===== src/rtl/jk_bank_arbiter.sv =====
`default_nettype none
// ============================================================================
// Module   : jk_bank_arbiter
// Purpose  : Shares one bank of WIDTH external JK flip-flop cells between two
//            requesters (A and B). A request is arbitrated in IDLE, its
//            operation is driven onto the bank for one cycle (GRANT), the bank
//            is given one quiet cycle (SETTLE), and then the winner receives a
//            one-cycle acknowledge with the post-operation Q[Idx] (RESP).
//
// Ports    : CLK              clock, shared with the JK bank
//            Clr              synchronous active-high reset
//            ReqA/OpA/IdxA    requester A request, opcode, target bit
//            AckA             one-cycle completion pulse to A
//            ReqB/OpB/IdxB    requester B request, opcode, target bit
//            AckB             one-cycle completion pulse to B
//            Q                current Q outputs of the bank cells
//            J/K              per-cell J and K drives
//            ClrN/PreN        bank-wide clear / preset, active low
//            RdData           Q[Idx] of the completed operation (with Ack)
//            Err              Idx >= WIDTH for an indexed opcode (with Ack)
//            Busy             operation in flight (GRANT, SETTLE, RESP)
//
// Opcodes  : 000 NOP, 001 SET, 010 RESET, 011 TOGGLE, 100 CLEAR_ALL,
//            101 PRESET_ALL, 110 READ, 111 reserved (NOP)
//
// Config   : JK_ARB_RR_EN defined   -> round-robin arbitration (last-grant
//                                      pointer, resets to B so A wins first)
//            JK_ARB_RR_EN undefined -> fixed priority, A always wins ties
//
// Revision : 1.0  initial release
// ============================================================================
module jk_bank_arbiter #(
  parameter int WIDTH = 4,
  parameter int IDX_W = 2
) (
  input  logic             CLK,
  input  logic             Clr,
  input  logic             ReqA,
  input  logic [2:0]       OpA,
  input  logic [IDX_W-1:0] IdxA,
  output logic             AckA,
  input  logic             ReqB,
  input  logic [2:0]       OpB,
  input  logic [IDX_W-1:0] IdxB,
  output logic             AckB,
  input  logic [WIDTH-1:0] Q,
  output logic [WIDTH-1:0] J,
  output logic [WIDTH-1:0] K,
  output logic             ClrN,
  output logic             PreN,
  output logic             RdData,
  output logic             Err,
  output logic             Busy
);

  // --------------------------------------------------------------------------
  // Opcode encodings
  // --------------------------------------------------------------------------
  localparam logic [2:0] c_OP_NOP        = 3'b000;
  localparam logic [2:0] c_OP_SET        = 3'b001;
  localparam logic [2:0] c_OP_RESET      = 3'b010;
  localparam logic [2:0] c_OP_TOGGLE     = 3'b011;
  localparam logic [2:0] c_OP_CLEAR_ALL  = 3'b100;
  localparam logic [2:0] c_OP_PRESET_ALL = 3'b101;
  localparam logic [2:0] c_OP_READ       = 3'b110;

  typedef enum logic [1:0] {
    S_IDLE   = 2'd0,
    S_GRANT  = 2'd1,
    S_SETTLE = 2'd2,
    S_RESP   = 2'd3
  } state_t;

  // Opcodes that address a single cell and can therefore be out of range.
  function automatic logic op_indexed(input logic [2:0] op);
    return (op == c_OP_SET)    || (op == c_OP_RESET) ||
           (op == c_OP_TOGGLE) || (op == c_OP_READ);
  endfunction

  // --------------------------------------------------------------------------
  // State and latched command
  // --------------------------------------------------------------------------
  state_t           state_q, state_d;
  logic [2:0]       op_q, op_d;
  logic [IDX_W-1:0] idx_q, idx_d;
  logic             win_b_q, win_b_d;   // 1: B owns the in-flight operation

  // Registered outputs
  logic [WIDTH-1:0] j_q, j_d;
  logic [WIDTH-1:0] k_q, k_d;
  logic             clrn_q, clrn_d;
  logic             pren_q, pren_d;
  logic             acka_q, acka_d;
  logic             ackb_q, ackb_d;
  logic             rd_q, rd_d;
  logic             err_q, err_d;
  logic             busy_q, busy_d;

  // Arbitration result: 1 selects B
  logic             w_pick_b;

  // One-hot decodes of the index being granted (idx_d) and the index of the
  // operation in flight (idx_q). An out-of-range index decodes to all zeros,
  // which suppresses J/K and forces RdData to 0 without a separate compare.
  logic [WIDTH-1:0] w_sel_d;
  logic [WIDTH-1:0] w_sel_q;

  for (genvar gi = 0; gi < WIDTH; gi++) begin : g_sel
    assign w_sel_d[gi] = (idx_d == IDX_W'(gi));
    assign w_sel_q[gi] = (idx_q == IDX_W'(gi));
  end

  // --------------------------------------------------------------------------
  // Arbitration
  // --------------------------------------------------------------------------
`ifdef JK_ARB_RR_EN
  // Last-grant pointer: 1 means B was granted last. On a tie the requester
  // that was not granted last wins.
  logic last_b_q, last_b_d;

  assign w_pick_b = ReqB & (~ReqA | ~last_b_q);

  always_comb begin
    last_b_d = last_b_q;
    if ((state_q == S_IDLE) && (ReqA || ReqB)) begin
      last_b_d = w_pick_b;
    end
  end

  always_ff @(posedge CLK) begin
    if (Clr) begin
      last_b_q <= 1'b1;
    end else begin
      last_b_q <= last_b_d;
    end
  end
`else
  // Fixed priority: A wins every tie, B is served only when A is idle.
  assign w_pick_b = ReqB & ~ReqA;
`endif

  // --------------------------------------------------------------------------
  // Next-state logic
  // --------------------------------------------------------------------------
  always_comb begin
    state_d = state_q;
    op_d    = op_q;
    idx_d   = idx_q;
    win_b_d = win_b_q;
    case (state_q)
      S_IDLE: begin
        if (ReqA || ReqB) begin
          state_d = S_GRANT;
          win_b_d = w_pick_b;
          op_d    = w_pick_b ? OpB  : OpA;
          idx_d   = w_pick_b ? IdxB : IdxA;
        end
      end
      S_GRANT:  state_d = S_SETTLE;
      S_SETTLE: state_d = S_RESP;
      S_RESP:   state_d = S_IDLE;
      default:  state_d = S_IDLE;
    endcase
  end

  // --------------------------------------------------------------------------
  // Output next-values. Every output is registered, so the values for a state
  // are computed from the state being entered (state_d). The bank drive for
  // GRANT therefore comes from the command being latched in the same edge.
  // --------------------------------------------------------------------------
  always_comb begin
    j_d    = '0;
    k_d    = '0;
    clrn_d = 1'b1;
    pren_d = 1'b1;
    acka_d = 1'b0;
    ackb_d = 1'b0;
    rd_d   = 1'b0;
    err_d  = 1'b0;
    busy_d = (state_d != S_IDLE);

    if (state_d == S_GRANT) begin
      case (op_d)
        c_OP_SET:        j_d    = w_sel_d;
        c_OP_RESET:      k_d    = w_sel_d;
        c_OP_TOGGLE: begin
                         j_d    = w_sel_d;
                         k_d    = w_sel_d;
        end
        c_OP_CLEAR_ALL:  clrn_d = 1'b0;
        c_OP_PRESET_ALL: pren_d = 1'b0;
        default:         ;  // NOP, READ and reserved leave the bank alone
      endcase
    end

    // Entering RESP: Q has had the SETTLE cycle to reflect the operation, so
    // the value captured at this edge is the post-operation state.
    if (state_d == S_RESP) begin
      acka_d = ~win_b_q;
      ackb_d = win_b_q;
      rd_d   = |(Q & w_sel_q);
      err_d  = op_indexed(op_q) & ~(|w_sel_q);
    end
  end

  // --------------------------------------------------------------------------
  // Registers
  // --------------------------------------------------------------------------
  always_ff @(posedge CLK) begin
    if (Clr) begin
      state_q <= S_IDLE;
      op_q    <= c_OP_NOP;
      idx_q   <= '0;
      win_b_q <= 1'b0;
      j_q     <= '0;
      k_q     <= '0;
      clrn_q  <= 1'b1;
      pren_q  <= 1'b1;
      acka_q  <= 1'b0;
      ackb_q  <= 1'b0;
      rd_q    <= 1'b0;
      err_q   <= 1'b0;
      busy_q  <= 1'b0;
    end else begin
      state_q <= state_d;
      op_q    <= op_d;
      idx_q   <= idx_d;
      win_b_q <= win_b_d;
      j_q     <= j_d;
      k_q     <= k_d;
      clrn_q  <= clrn_d;
      pren_q  <= pren_d;
      acka_q  <= acka_d;
      ackb_q  <= ackb_d;
      rd_q    <= rd_d;
      err_q   <= err_d;
      busy_q  <= busy_d;
    end
  end

  assign J      = j_q;
  assign K      = k_q;
  assign ClrN   = clrn_q;
  assign PreN   = pren_q;
  assign AckA   = acka_q;
  assign AckB   = ackb_q;
  assign RdData = rd_q;
  assign Err    = err_q;
  assign Busy   = busy_q;

endmodule
`default_nettype wire


===== config.mk =====
export PLATFORM = sky130hd
export DESIGN_NAME = jk_bank_arbiter
export DESIGN_NICKNAME = d
export VERILOG_FILES = /design/src/rtl/jk_bank_arbiter.sv
export SDC_FILE = /design/constraint.sdc
export NUM_CORES = 1
export LEC_CHECK = 0
export ABC_AREA = 1
export CAP_MARGIN = 20
export CORE_MARGIN = 5
export CORE_UTILIZATION = 39
export DETAILED_ROUTE_END_ITERATION = 10
export GPL_TIMING_DRIVEN = 1
export HOLD_SLACK_MARGIN = 0.06
export PLACE_DENSITY = 0.78
export SYNTH_ARGS = -nofsm -noshare
export SYNTH_HDL_FRONTEND = slang
export SYNTH_SLANG_ARGS = --single-unit

===== constraint.sdc =====
create_clock -name CLK -period 1.62 [get_ports CLK]
set_input_delay 0.243 -clock CLK [delete_from_list [all_inputs] [get_ports CLK]]
set_output_delay 0.243 -clock CLK [all_outputs]
set_load 0.1 [all_outputs]

==> impl_metrics.prom <==
# TYPE chip_impl_metric gauge
chip_impl_info{name="run_status",value="finished clean"} 1
chip_impl_metric{name="timing.hold.ws",unit="ns"} 0.465
chip_impl_metric{name="placedCellCount",unit=""} 178
chip_impl_metric{name="total_switching_power",unit="mW"} 1.09
chip_impl_info{name="clock-root-buffer",value="clkbuf_4"} 1
chip_impl_metric{name="routed_wirelength",unit="um"} 2300
chip_impl_metric{name="std_cell_rows",unit=""} 17
chip_impl_metric{name="gr-total-overflow",unit=""} 0
chip_impl_metric{name="die_area",unit="sq um"} 3490
chip_impl_metric{name="internal_power",unit="mW"} 1.24
chip_impl_metric{name="port_buffers",unit=""} 32
chip_impl_metric{name="die_height",unit="um"} 59.1
chip_impl_metric{name="clkPwrFrac",unit=""} 0.111
chip_impl_metric{name="grt_first_pass_wirelength",unit="um"} 3630
chip_impl_metric{name="area_overhead_of_the_layout_relative_to_synthesis",unit="%"} 58.1
chip_impl_metric{name="placed_area",unit="sq um"} 1460
chip_impl_metric{name="ys_seq_elements",unit=""} 23
chip_impl_metric{name="cts_hold_repair.buffers",unit=""} 0
chip_impl_metric{name="critical-path-max-stage-delay",unit="ns"} 0.32
chip_impl_metric{name="synth_fp_nets",unit=""} 137
chip_impl_metric{name="post_cts_setup_repair_bufs",unit=""} 0
chip_impl_info{name="cts_tree",value="yes"} 1
chip_impl_metric{name="switching_share",unit=""} 0.467
chip_impl_metric{name="core_area",unit="sq um"} 2250
chip_impl_metric{name="clock_insertion_delay_at_the_later_pin_of_the_skew_report",unit="ns"} 0.31
chip_impl_metric{name="layout-drive-gt1-share",unit=""} 0.266
chip_impl_metric{name="number_of_distinct_library_cells_after_synthesis",unit=""} 20
chip_impl_metric{name="critPathRequiredTime",unit="ns"} 1.83
chip_impl_metric{name="post_synth_instance_area",unit="sq um"} 940
chip_impl_metric{name="detailed_placer_s_ending_hpwl",unit="um"} 1890
chip_impl_metric{name="ff_latch_area",unit="sq um"} 460
chip_impl_metric{name="powerDensity",unit="nW/um^2"} 1570
chip_impl_metric{name="grt_start_max_net_pins",unit=""} 13
chip_impl_metric{name="power",unit="mW"} 2.33
chip_impl_info{name="hold_path.class",value="flip-flop to flip-flop"} 1
chip_impl_info{name="crit_path_cell_trace",value="inv_1 > ha_2 > inv_1 > nor2_2 > nand2_1 > nand3_2 > inv_2 > nand2_2 > nor2_1"} 1
chip_impl_metric{name="drt-initial-drc-count",unit=""} 21
chip_impl_metric{name="setup_viol_count_final",unit=""} 0
chip_impl_metric{name="clock_buffer_depth",unit=""} 2
chip_impl_metric{name="grt_pass1_vias",unit=""} 848
chip_impl_metric{name="drtPass1Iterations",unit=""} 4
chip_impl_metric{name="num-nets-final",unit=""} 176
chip_impl_metric{name="post_drt_via_cell_ratio",unit=""} 4.73
chip_impl_metric{name="gp_congestion",unit=""} 0.837
chip_impl_metric{name="timing.max_cap.violations",unit=""} 0
chip_impl_metric{name="finClkSkew",unit="ns"} 0.0151
chip_impl_metric{name="finalHoldViolations",unit=""} 0
chip_impl_metric{name="multi_input_area",unit="sq um"} 395
chip_impl_info{name="critical_path.endpoint_type",value="flip-flop"} 1
chip_impl_metric{name="antenna_found_initial",unit=""} 0
chip_impl_metric{name="h_tree_levels",unit=""} 1
chip_impl_metric{name="num-fill-cells",unit=""} 185
chip_impl_metric{name="insertedDiodeCount",unit=""} 0
chip_impl_metric{name="postRouteAntennaNets",unit=""} 0
chip_impl_metric{name="gr-usage-all-layers",unit=""} 0.138
chip_impl_metric{name="clock-sinks",unit=""} 23
chip_impl_metric{name="post-route-cell-area",unit="sq um"} 1490
chip_impl_metric{name="ys_warn_count",unit=""} 0
chip_impl_metric{name="p_comb_frac",unit=""} 0.564
chip_impl_info{name="critical_path.most_common_cell",value="inv_1"} 1
chip_impl_info{name="rsz_0062_raised_after_global_routing",value="false"} 1
chip_impl_metric{name="fraction_of_the_yosys_area_taken_by_sequential_cells",unit=""} 0.490
chip_impl_metric{name="path_clk_slew",unit="ns"} 0.13
chip_impl_metric{name="drt-wirelength-per-cell",unit="um"} 12.7
chip_impl_metric{name="num_cts_buffers",unit=""} 3
chip_impl_metric{name="vdd.ir_drop.worst",unit="V"} 0.00109
chip_impl_metric{name="chipWidth",unit="um"} 59.1
chip_impl_metric{name="seq_power_share",unit=""} 0.325
chip_impl_metric{name="cts_resized",unit=""} 0
chip_impl_metric{name="route.vias.total",unit=""} 860
chip_impl_metric{name="ios",unit=""} 33
chip_impl_metric{name="period_needed",unit="ns"} 1.47
chip_impl_info{name="critical_path.startpoint_type",value="flip-flop"} 1
chip_impl_metric{name="final_cell_count_no_fill",unit=""} 182
chip_impl_info{name="slowest_stage",value="dfxtp_1"} 1
chip_impl_metric{name="highest_net_fanout_along_the_worst_path",unit=""} 6
chip_impl_metric{name="critical_path_arrival",unit="ns"} 1.67
chip_impl_metric{name="slew_violations",unit=""} 0
chip_impl_metric{name="floorplan.initialDensity",unit=""} 0.417
chip_impl_metric{name="power_leakage",unit="nW"} 0.666
chip_impl_metric{name="drcViolationCount",unit=""} 0
chip_impl_metric{name="maximum_clock_rate",unit="GHz"} 0.682
chip_impl_metric{name="gate_count_after_technology_mapping",unit=""} 116
chip_impl_metric{name="timing.final.crit_share",unit=""} 0.905
chip_impl_metric{name="syn_area_per_cell",unit="sq um"} 8.10
chip_impl_info{name="setup.worst_path.class",value="flip-flop to flip-flop"} 1
worst max-delay path: cells and delay by family (launching register included):
family	cells	cell delay (ns)
and+or+nand+nor	5	0.52
DFF	1	0.32
adders and majority gates	1	0.28
buffers and inverters	3	0.22
stage by stage:
| stage | setup slack [ns] | setup TNS, ns | util |
|---|---|---|---|
| floorplan | 0.320 | 0 | - |
| global placement | 0.0122 | 0 | 0.646 |
| detailed placement | -0.0197 | -0.110 | 0.646 |
| CTS | 0.0772 | 0 | 0.658 |
| global route | 0.0431 | 0 | 0.659 |
| finish | 0.154 | 0 | 0.659 |
cells in the mapped netlist, drive strengths merged:
master,number,area [sq um]
a21oi,2,10.0
a41oi,1,8.76
buf,1,11.3
conb,1,3.75
dfxtp,23,460
ha,3,37.5
inv,20,75.1
nand2,29,131
nand3,12,85.1
nand4,2,12.5
nor2,18,77.6
o21ai,2,13.8
or2,2,12.5
layout make-up:
type	count	area share
timing repair buffer	35	0.332
multi-input combinational	72	0.266
inverter	20	0.0505
clock buffer	4	0.0177
sequential	23	0.310
tap	28	0.0236
per-layer routing:
layer / global-route usage / share of wire / routed length, um / vias to the layer above
met5: 0 / 0 / 0 / -
met4: 0.0874 / 0.027 / 63 / 0
met2: 0.235 / 0.52 / 1210 / 36
li1: - / - / - / 430
met3: 0.0392 / 0.079 / 182 / 6
met1: 0.150 / 0.37 / 848 / 388
cell families after synthesis:
kind of cell / share of synthesized area
AND/OR/NAND/NOR: 0.340
other: 0.00399
AO/OA/AOI/OAI: 0.0346
adder cells (fa/ha/maj): 0.0400
buffers and inverters: 0.0919
flip-flops: 0.490
power by group through the flow:
stage	sequential, mW	combinational (mW)	clock (mW)
CTS	0.758	1.31	0.268
global route	0.765	1.41	0.284
floorplan	1.10	0.527	0
global placement	0.764	1.25	0
detailed placement	0.771	1.30	0
finish	0.757	1.31	0.258
sequential cells by signal, indices dropped and copies added (netlist names):
name     count
J            4
K            4
op_q         3
idx_q        2
state_q      2
AckA         1
AckB         1
Busy         1
ClrN         1
Err          1
PreN         1
RdData       1
win_b_q      1
cell usage in the layout, fill, tap and decap left out, types with 2 or more instances in the layout:
master,instances
clkdlybuf4s50_1,17
ha_1,2
nor2_1,16
nand3_1,7
or2_1,2
inv_2,4
nand4_1,2
nand2_1,22
a21oi_1,2
dfxtp_1,23
nand2_2,6
buf_4,3
nand3_2,5
inv_1,16
clkbuf_4,3
buf_12,15
worst paths after layout:
kind         cells after the start              end                  start  slack, ns
max                              9  K[0]$_SDFF_PP0_  state_q[0]$_SDFF_PP0_       0.15
min                              2  AckB$_SDFF_PP0_   win_b_q$_SDFFE_PP0P_       0.46
max reg2reg                      9  K[0]$_SDFF_PP0_  state_q[0]$_SDFF_PP0_       0.15
min reg2reg                      2  AckB$_SDFF_PP0_   win_b_q$_SDFFE_PP0P_       0.46
(Power assumes the default switching activity.)
